### src/rtl/alu_responder.sv
// Handshaked ALU responder: computes add/sub/not/and/or/xor on accept and
// returns tagged results in order through a 2-entry response FIFO.
module alu_responder #(
   parameter int DATA_WIDTH = 32
) (
   input  logic                  clk,
   input  logic                  reset,
   input  logic                  req_valid,
   output logic                  req_ready,
   input  logic [2:0]            req_op,
   input  logic [DATA_WIDTH-1:0] req_a,
   input  logic [DATA_WIDTH-1:0] req_b,
   output logic                  rsp_valid,
   input  logic                  rsp_ready,
   output logic [DATA_WIDTH-1:0] rsp_result,
   output logic                  rsp_carry,
   output logic                  rsp_zero,
   output logic                  rsp_err,
   output logic [3:0]            rsp_tag
);

   localparam logic [2:0] OP_ADD = 3'd0;
   localparam logic [2:0] OP_SUB = 3'd1;
   localparam logic [2:0] OP_NOT = 3'd2;
   localparam logic [2:0] OP_AND = 3'd3;
   localparam logic [2:0] OP_OR  = 3'd4;
   localparam logic [2:0] OP_XOR = 3'd5;

   typedef struct packed {
      logic [DATA_WIDTH-1:0] result;
      logic                  carry;
      logic                  zero;
      logic                  err;
      logic [3:0]            tag;
   } entry_t;

   // Full response entry for one request; illegal opcodes yield result 0 with err set.
   function automatic entry_t alu_eval(
      input logic [2:0]            op,
      input logic [DATA_WIDTH-1:0] a,
      input logic [DATA_WIDTH-1:0] b,
      input logic [3:0]            tag
   );
      entry_t              e;
      logic [DATA_WIDTH:0] sum;
      e     = '0;
      e.tag = tag;
      sum   = {1'b0, a} + {1'b0, b};
      case (op)
         OP_ADD: begin
            e.result = sum[DATA_WIDTH-1:0];
            e.carry  = sum[DATA_WIDTH];
         end
         OP_SUB: begin
            e.result = a - b;
            e.carry  = (a < b);
         end
         OP_NOT:  e.result = ~a;
         OP_AND:  e.result = a & b;
         OP_OR:   e.result = a | b;
         OP_XOR:  e.result = a ^ b;
         default: begin
            e.result = '0;
            e.err    = 1'b1;
         end
      endcase
      e.zero = (e.result == '0);
      return e;
   endfunction

   entry_t     mem_q [2];
   logic       rd_ptr_q, rd_ptr_d;
   logic       wr_ptr_q, wr_ptr_d;
   logic [1:0] count_q, count_d;
   logic [3:0] tag_q, tag_d;
   logic       accept;
   logic       retire;
   entry_t     new_entry;
   entry_t     head;

   // Handshake readiness comes only from registered count, never from rsp_ready.
   assign req_ready = (count_q != 2'd2);
   assign rsp_valid = (count_q != 2'd0);

   assign head       = mem_q[rd_ptr_q];
   assign rsp_result = head.result;
   assign rsp_carry  = head.carry;
   assign rsp_zero   = head.zero;
   assign rsp_err    = head.err;
   assign rsp_tag    = head.tag;

   // Next-state for pointers, occupancy and tag.
   always_comb begin
      accept    = req_valid && req_ready;
      retire    = rsp_valid && rsp_ready;
      new_entry = alu_eval(req_op, req_a, req_b, tag_q);
      rd_ptr_d  = rd_ptr_q;
      wr_ptr_d  = wr_ptr_q;
      tag_d     = tag_q;
      count_d   = count_q;
      if (accept) begin
         wr_ptr_d = ~wr_ptr_q;
         tag_d    = tag_q + 4'd1;
      end else begin
         wr_ptr_d = wr_ptr_q;
      end
      if (retire) begin
         rd_ptr_d = ~rd_ptr_q;
      end else begin
         rd_ptr_d = rd_ptr_q;
      end
      case ({accept, retire})
         2'b10:   count_d = count_q + 2'd1;
         2'b01:   count_d = count_q - 2'd1;
         default: count_d = count_q;
      endcase
   end

   // State registers; reset drops buffered responses and any same-cycle accept.
   always_ff @(posedge clk) begin
      if (reset) begin
         for (int i = 0; i < 2; i++) begin
            mem_q[i] <= '0;
         end
         rd_ptr_q <= 1'b0;
         wr_ptr_q <= 1'b0;
         count_q  <= 2'd0;
         tag_q    <= 4'd0;
      end else begin
         if (accept) begin
            mem_q[wr_ptr_q] <= new_entry;
         end
         rd_ptr_q <= rd_ptr_d;
         wr_ptr_q <= wr_ptr_d;
         count_q  <= count_d;
         tag_q    <= tag_d;
      end
   end

endmodule

### config.mk
export PLATFORM = sky130hd
export DESIGN_NAME = alu_responder
export DESIGN_NICKNAME = d
export VERILOG_FILES = /design/src/rtl/alu_responder.sv
export SDC_FILE = /design/constraint.sdc
export NUM_CORES = 1
export LEC_CHECK = 0
export ABC_CLOCK_PERIOD_IN_PS = 10600
export CORE_MARGIN = 1.5
export CORE_UTILIZATION = 40
export CTS_CLUSTER_DIAMETER = 120
export DETAILED_ROUTE_END_ITERATION = 12
export MAX_ROUTING_LAYER = met4
export PLACE_DENSITY = 0.64
export RECOVER_POWER = 50
export SLEW_MARGIN = 20
export SYNTH_ARGS = -nofsm -noshare
export SYNTH_HDL_FRONTEND = slang
export SYNTH_SLANG_ARGS = --single-unit
export TNS_END_PERCENT = 20
### constraint.sdc
create_clock -name clk -period 10.6 [get_ports clk]
set_clock_uncertainty 0.05 [all_clocks]
set_input_delay 2.12 -clock clk [delete_from_list [all_inputs] [get_ports clk]]
set_output_delay 2.12 -clock clk [all_outputs]
set_load 0.02 [all_outputs]
==> results_dict.tcl, run 1 <==
set metrics [dict create \
    first_pass_iters 5 \
    drive_above_1_share_pct 8.301 \
    grt_pass1_wl_mm 49.42 \
    core_area_um2 24320 \
    dr_wl_met2_mm 13.92 \
    clkSinkCount 87 \
    worst_slack_ns 4.818 \
    hold_start "tag_q[1]" \
    maxUsedRoutingLayer "met4" \
    fp.dieH_um 160.4 \
    critPathKind "input pin to flip-flop" \
    min_period_over_period_pct 54.55 \
    ctsResizeCount 0 \
    path_max_fanout 5 \
    max_freq_ghz 0.1730 \
    reg2reg_depth 4 \
    die_x_um 160.4 \
    initial_utilization_pct 40.76 \
    dieArea_um2 25730 \
    routed-wl-met3_mm 2.555 \
    critical_path_arrival_ns 5.90 \
    seq_area_frac_synth_pct 25.45 \
    num_antenna_cells 0 \
    design_area_um2 11460 \
    h-tree-depth 3 \
    yosysWarnings 0 \
    synth-seq-cells 87 \
    violations "capacitance limit, slew limit" \
    cts.clk_slew.worst_paths_ns 0.06 \
    drt_iter0_drc 917 \
    clkLatencyLatePin_ns 0.33 \
    hold_depth 2 \
    antenna_found_initial 0 \
    outcome "finished, violations left" \
    start_kind "input pin" \
    cts_made_buffers 9 \
    grt_pass1_vias 8797 \
    synth_edf_count 78 \
    p_leak_uw 0.004612 \
    synth_nets 1397 \
    io_pins 112 \
    rsz0062_at_grt "false" \
    fin_setup_tns_ns 0 \
    drc 0 \
    cts_setup_buffers 0 \
    setup_viol 0 \
    dr_total_vias 9459 \
    clockRootBuffer "clkbuf_16" \
    rrSetupSlack_ns 7.17 \
    slew_headroom_pct -50.94 \
    wl_per_cell_um 19.66 \
    layout_commonest_cell "nor2_1" \
    maxCapViolations 4 \
    syn_avg_cell_area_um2 8.131 \
    hp-class "flip-flop to flip-flop" \
    clockBufferDepth 2 \
    grt_max_degree 91 \
    slew_viol_final 146 \
    area_growth_pct 15.63 \
    hpwl_mm 23.98 \
    drt_wl_total_mm 31.72 \
    worstPathRequired_ns 10.72 \
    gp_congestion 0.9765 \
    postCtsHoldBufs 0 \
    layout.nets 1463 \
    wirelength_met1_mm 14.71 \
    async_flop_share_pct 0 \
    vias_per_cell 5.864 \
    worst_pin_slew_ns 2.264 \
    dpl_cell_area_um2 11230 \
    synthCells 1219 \
    hold_viol_final 0 \
    rows 57 \
    mostFrequentLayoutCells "nor2_1, ha_1, clkdlybuf4s50_1" \
    grt-ovfl-total 0 \
    grt_use_total_pct 25.01 \
    io_buffer_count 111 \
    pre_cts_slack_ns 4.523 \
    antenna_left 0 \
    peakVddDrop_v 0.0001125 \
    yosysUniqueCellTypes 99 \
    power.density_nw_per_um2 130.2 \
    syn-cell-area_um2 9912 \
    reg2reg_to "mem_q[0][2]" \
    synth_top_flop_cell "edfxtp_1" \
    reg2reg_from "count_q[0]" \
    finalCriticalPeriod_ns 5.782 \
    end_kind "flip-flop" \
    holdPathEnd "tag_q[1]" \
    cts_tree "done" \
]
-- state kept, by name (all words and copies together), names as in the netlist, named ones only --
signal    cells
count_q       2
wr_ptr_q      1
tag_q         4
rd_ptr_q      1
mem_q        78
-- synthesized netlist by cell type, drive strengths merged (6+ instances only) --
library cell	count	share of area (%)
a211oi	18	1.5
a21o	20	1.5
a21oi	100	5.2
a221oi	8	0.77
a22oi	6	0.45
a31oi	15	1.2
and2	20	1.3
and3	9	0.62
buf	35	1.8
clkbuf	34	1.3
dfxtp	9	1.8
edfxtp	78	24
ha	105	13
inv	99	3.7
mux2	43	4.9
mux2i	8	0.81
nand2	83	3.1
nand2b	11	0.69
nand3	27	1.4
nand4	18	1.1
nor2	159	6.1
nor2b	28	1.8
nor3	29	1.5
nor4	14	0.88
o211ai	13	0.98
o21a	9	0.68
o21ai	57	2.9
o21bai	10	0.76
o221ai	11	0.97
o22ai	17	1.1
o31ai	7	0.53
or3	6	0.43
xnor2	12	1.1
-- cell families (layout without fill, tap and decap cells) --
kind of cell	count (synthesis)	in the layout	share of synthesized area, %
mux	51	51	5.693
flops	87	87	25.45
fa+ha+maj	107	107	13.66
buf+inv	168	238	6.867
simple gates	436	436	21.89
xor+xnor	17	17	1.502
compound gates	353	353	24.94
-- report_power, final --
part / switching (uW) / total [uW] / internal, uW
sequential: 16.2 / 455 / 439
clock: 120 / 275 / 155
combinational: 445 / 763 / 318
total: 581 / 1490 / 912
-- area by class of cell --
class,instances,area (um^2)
clock buffer,10,229.0
clock inverter,5,26.28
fill,2392,12860
inverter,99,371.6
multi-input combinational,964,6714
sequential,87,2522
tap,324,405.4
timing repair buffer,124,1192
-- worst max-delay path, stage by stage --
cell and delay [ns]:
clkdlybuf4s50_1 0.52, inv_1 0.08, ha_1 0.24, fa_1 0.44, o21ba_1 0.22, or4_4 0.47
a21bo_1 0.25, and3_4 0.22, a21o_1 0.23, a21oi_1 0.25, nor3_1 0.12, a311oi_2 0.42
nand4_1 0.14, nor3_1 0.19
-- how the worst max path moves through the flow --
| stage | startpoint | end | slack [ns] |
|---|---|---|---|
| finish | req_a[0] | mem_q[0][5] | 4.82 |
| global placement | req_a[0] | mem_q[0][6] | 4.58 |
| CTS | req_a[0] | mem_q[0][6] | 4.87 |
| global route | req_a[1] | mem_q[0][5] | 4.61 |
| floorplan | req_a[0] | mem_q[0][6] | 5.52 |
| detailed placement | req_a[0] | mem_q[1][6] | 4.52 |
-- stage by stage --
stage / hold WS, ns / utilization, % / power, uW / instances
detailed placement: 0.4226 / 46.18 / 1219 / 1598
finish: 0.4294 / 47.13 / 1493 / 1613
global route: 0.4552 / 47.13 / 1574 / 1613
global placement: 0.4188 / 46.18 / 1216 / 1598
floorplan: 0.4030 / - / 942.8 / 1219
CTS: 0.4305 / 47.23 / 1495 / 1613
-- per-layer routing --
layer	vias up	global-route usage [%]
met3	40	4.442
met5	-	-
met2	396	37.31
met1	4452	35.25
li1	4571	-
met4	0	5.353
Note: power is estimated with default switching activity, not from simulation.
==> inputs of run 2 (changes only) <==
- ABC_CLOCK_PERIOD_IN_PS: 10600 -> 4980
- PLACE_DENSITY: 0.64 -> 0.66
- clock period: 10.6 -> 4.98 ns (I/O delays scaled with it)
==> run 2 against run 1 <==
Effect of this change:
- the flow still finishes with violations (capacitance limit, slew limit)
- cell count increased by 2.6%
- wire length is 0.47% lower
- critical path depth down 10
- critical endpoint is now mem_q[1][35]
- worst hold slack improved by 0.0036 ns
==> results_dict.tcl, run 2 (same netlist as run 1, synthesis figures left out) <==
set metrics [dict create \
    crit_family "buffers and inverters" \
    finalCriticalPeriod_ns 4.501 \
    reg_top3 "mem_q (78), tag_q (4), count_q (2)" \
    dr_total_vias 9632 \
    rows 57 \
    violations "capacitance limit, slew limit" \
    grt_pass1_wl_mm 50.00 \
    drc 0 \
    initial_utilization_pct 40.76 \
    grt_pass1_vias 9074 \
    core_area_um2 24320 \
    max_freq_ghz 0.2222 \
    regMostFlops "mem_q" \
    worstPathRequired_ns 4.74 \
    slowest_stage "clkbuf_1" \
    num_antenna_cells 0 \
    drt_wl_total_mm 31.57 \
    start_kind "input pin" \
    endpoint "mem_q[1][35]" \
    cts.clk_slew.worst_paths_ns 0.06 \
    clkLatencyLatePin_ns 0.33 \
    critPathKind "input pin to flip-flop" \
    cts_setup_buffers 0 \
    slew_headroom_pct -14.83 \
    clockRootBuffer "clkbuf_16" \
    crit_start "reset" \
    hp-class "flip-flop to flip-flop" \
    wl_per_cell_um 19.08 \
    area_growth_pct 18.88 \
    cts_tree "done" \
    path_max_fanout 39 \
    critical_path_arrival_ns 4.26 \
    grt_max_degree 45 \
    gp_congestion 0.9876 \
    largest_reg_flops 78 \
    fin_setup_tns_ns 0 \
    fillers 2336 \
    rrSetupSlack_ns 1.36 \
    maxCapViolations 2 \
    first_pass_iters 5 \
    setup_viol 0 \
    slew_viol_final 54 \
    hpwl_mm 24.92 \
    vias_per_cell 5.820 \
    clkSinkCount 87 \
    reg2reg_from "count_q[0]" \
    end_kind "flip-flop" \
    postCtsHoldBufs 0 \
    crit_chain "dlygate4sd3_1 -> nand4b_1 -> clkbuf_1 -> nand2b_2" \
    worst_pin_slew_ns 1.722 \
    peakVddDrop_v 0.0002307 \
    clockBufferDepth 2 \
    min_period_over_period_pct 90.38 \
    io_pins 112 \
    rsz0062_at_grt "false" \
    antenna_left 0 \
    ctsResizeCount 0 \
    p_leak_uw 0.004808 \
    cpPeakStageDelay_ns 1.24 \
    path_depth 4 \
    hold_depth 2 \
    path_buf_inv 2 \
    hold_viol_final 0 \
    drt_iter0_drc 878 \
    grt-ovfl-total 0 \
    mostFrequentLayoutCells "nor2_1, clkdlybuf4s50_1, ha_1" \
    fp.dieH_um 160.4 \
    reg2reg_depth 4 \
    layout.nets 1505 \
    outcome "finished, violations left" \
    cts_made_buffers 9 \
    layout_commonest_cell "nor2_1" \
    die_x_um 160.4 \
    dieArea_um2 25730 \
    antenna_found_initial 0 \
    power.density_nw_per_um2 272.6 \
    io_buffer_count 111 \
    grt_use_total_pct 25.16 \
    drive_above_1_share_pct 10.97 \
    reg2reg_to "mem_q[0][9]" \
    finalPower_uw 3213 \
    h-tree-depth 3 \
]
-- run 2: changes by cell type in the layout (fill, tap and decap cells not counted), sizes merged --
| cell | previous run | this run |
|---|---|---|
| buf | 11 | 53 |
| clkbuf | 13 | 15 |
| clkdlybuf4s50 | 105 | 106 |
| clkinvlp | 1 | 0 |
| clkinv | 4 | 3 |
| dlygate4sd3 | 5 | 4 |
-- run 2: power by group --
group          leakage (uW)  switching (uW)  internal [uW]  total, uW
Combinational       0.00379             930            713       1640
Clock              0.000119             246            330        576
Sequential         0.000901            60.7            933        993
-- run 2: how the worst min path moves through the flow --
stage                         from        to  slack (ns)
after detailed placement  tag_q[1]  tag_q[1]        0.42
after global routing      tag_q[1]  tag_q[1]        0.47
after global placement    tag_q[1]  tag_q[1]        0.41
after CTS                 tag_q[1]  tag_q[1]        0.43
final                     tag_q[1]  tag_q[1]        0.43
after floorplan           tag_q[1]  tag_q[1]        0.40
-- run 2: metrics by stage --
step | utilization [%] | area (um^2) | hold WS, ns | setup slack, ns | cells
final | 48.45 | 11780 | 0.4331 | 0.4793 | 1655
after global routing | 48.45 | 11780 | 0.4656 | 0.2094 | 1655
after CTS | 48.55 | 11810 | 0.4328 | 0.5752 | 1655
after detailed placement | 47.53 | 11560 | 0.4246 | 0.2437 | 1640
after global placement | 47.53 | 11560 | 0.4146 | 0.2150 | 1640
after floorplan | - | 9912 | 0.4030 | 1.027 | 1219
-- run 2: worst reg2reg max path, stage by stage, from the launching register on --
cell and delay [ns]:
dfxtp_1 0.38, nand2b_1 0.21, nand2_1 0.25, o21bai_1 1.28, clkbuf_1 1.06
-- run 2: area by class of cell --
class	instances	area (um^2)	share of cell area (%)
multi-input combinational	964	6716	57.00
timing repair buffer	166	1520	12.90
tap	324	405.4	3.440
sequential	87	2522	21.41
inverter	99	371.6	3.154
clock inverter	3	11.26	0.09556
clock buffer	12	236.5	2.007
-- run 2: layer usage --
metal | GRT usage (%) | up-vias | wire length (um)
li1 | - | 4666 | -
met1 | 35.18 | 4520 | 14720
met2 | 38.10 | 397 | 13860
met3 | 2.996 | 49 | 2295
met4 | 7.307 | 0 | 693
met5 | - | - | 0
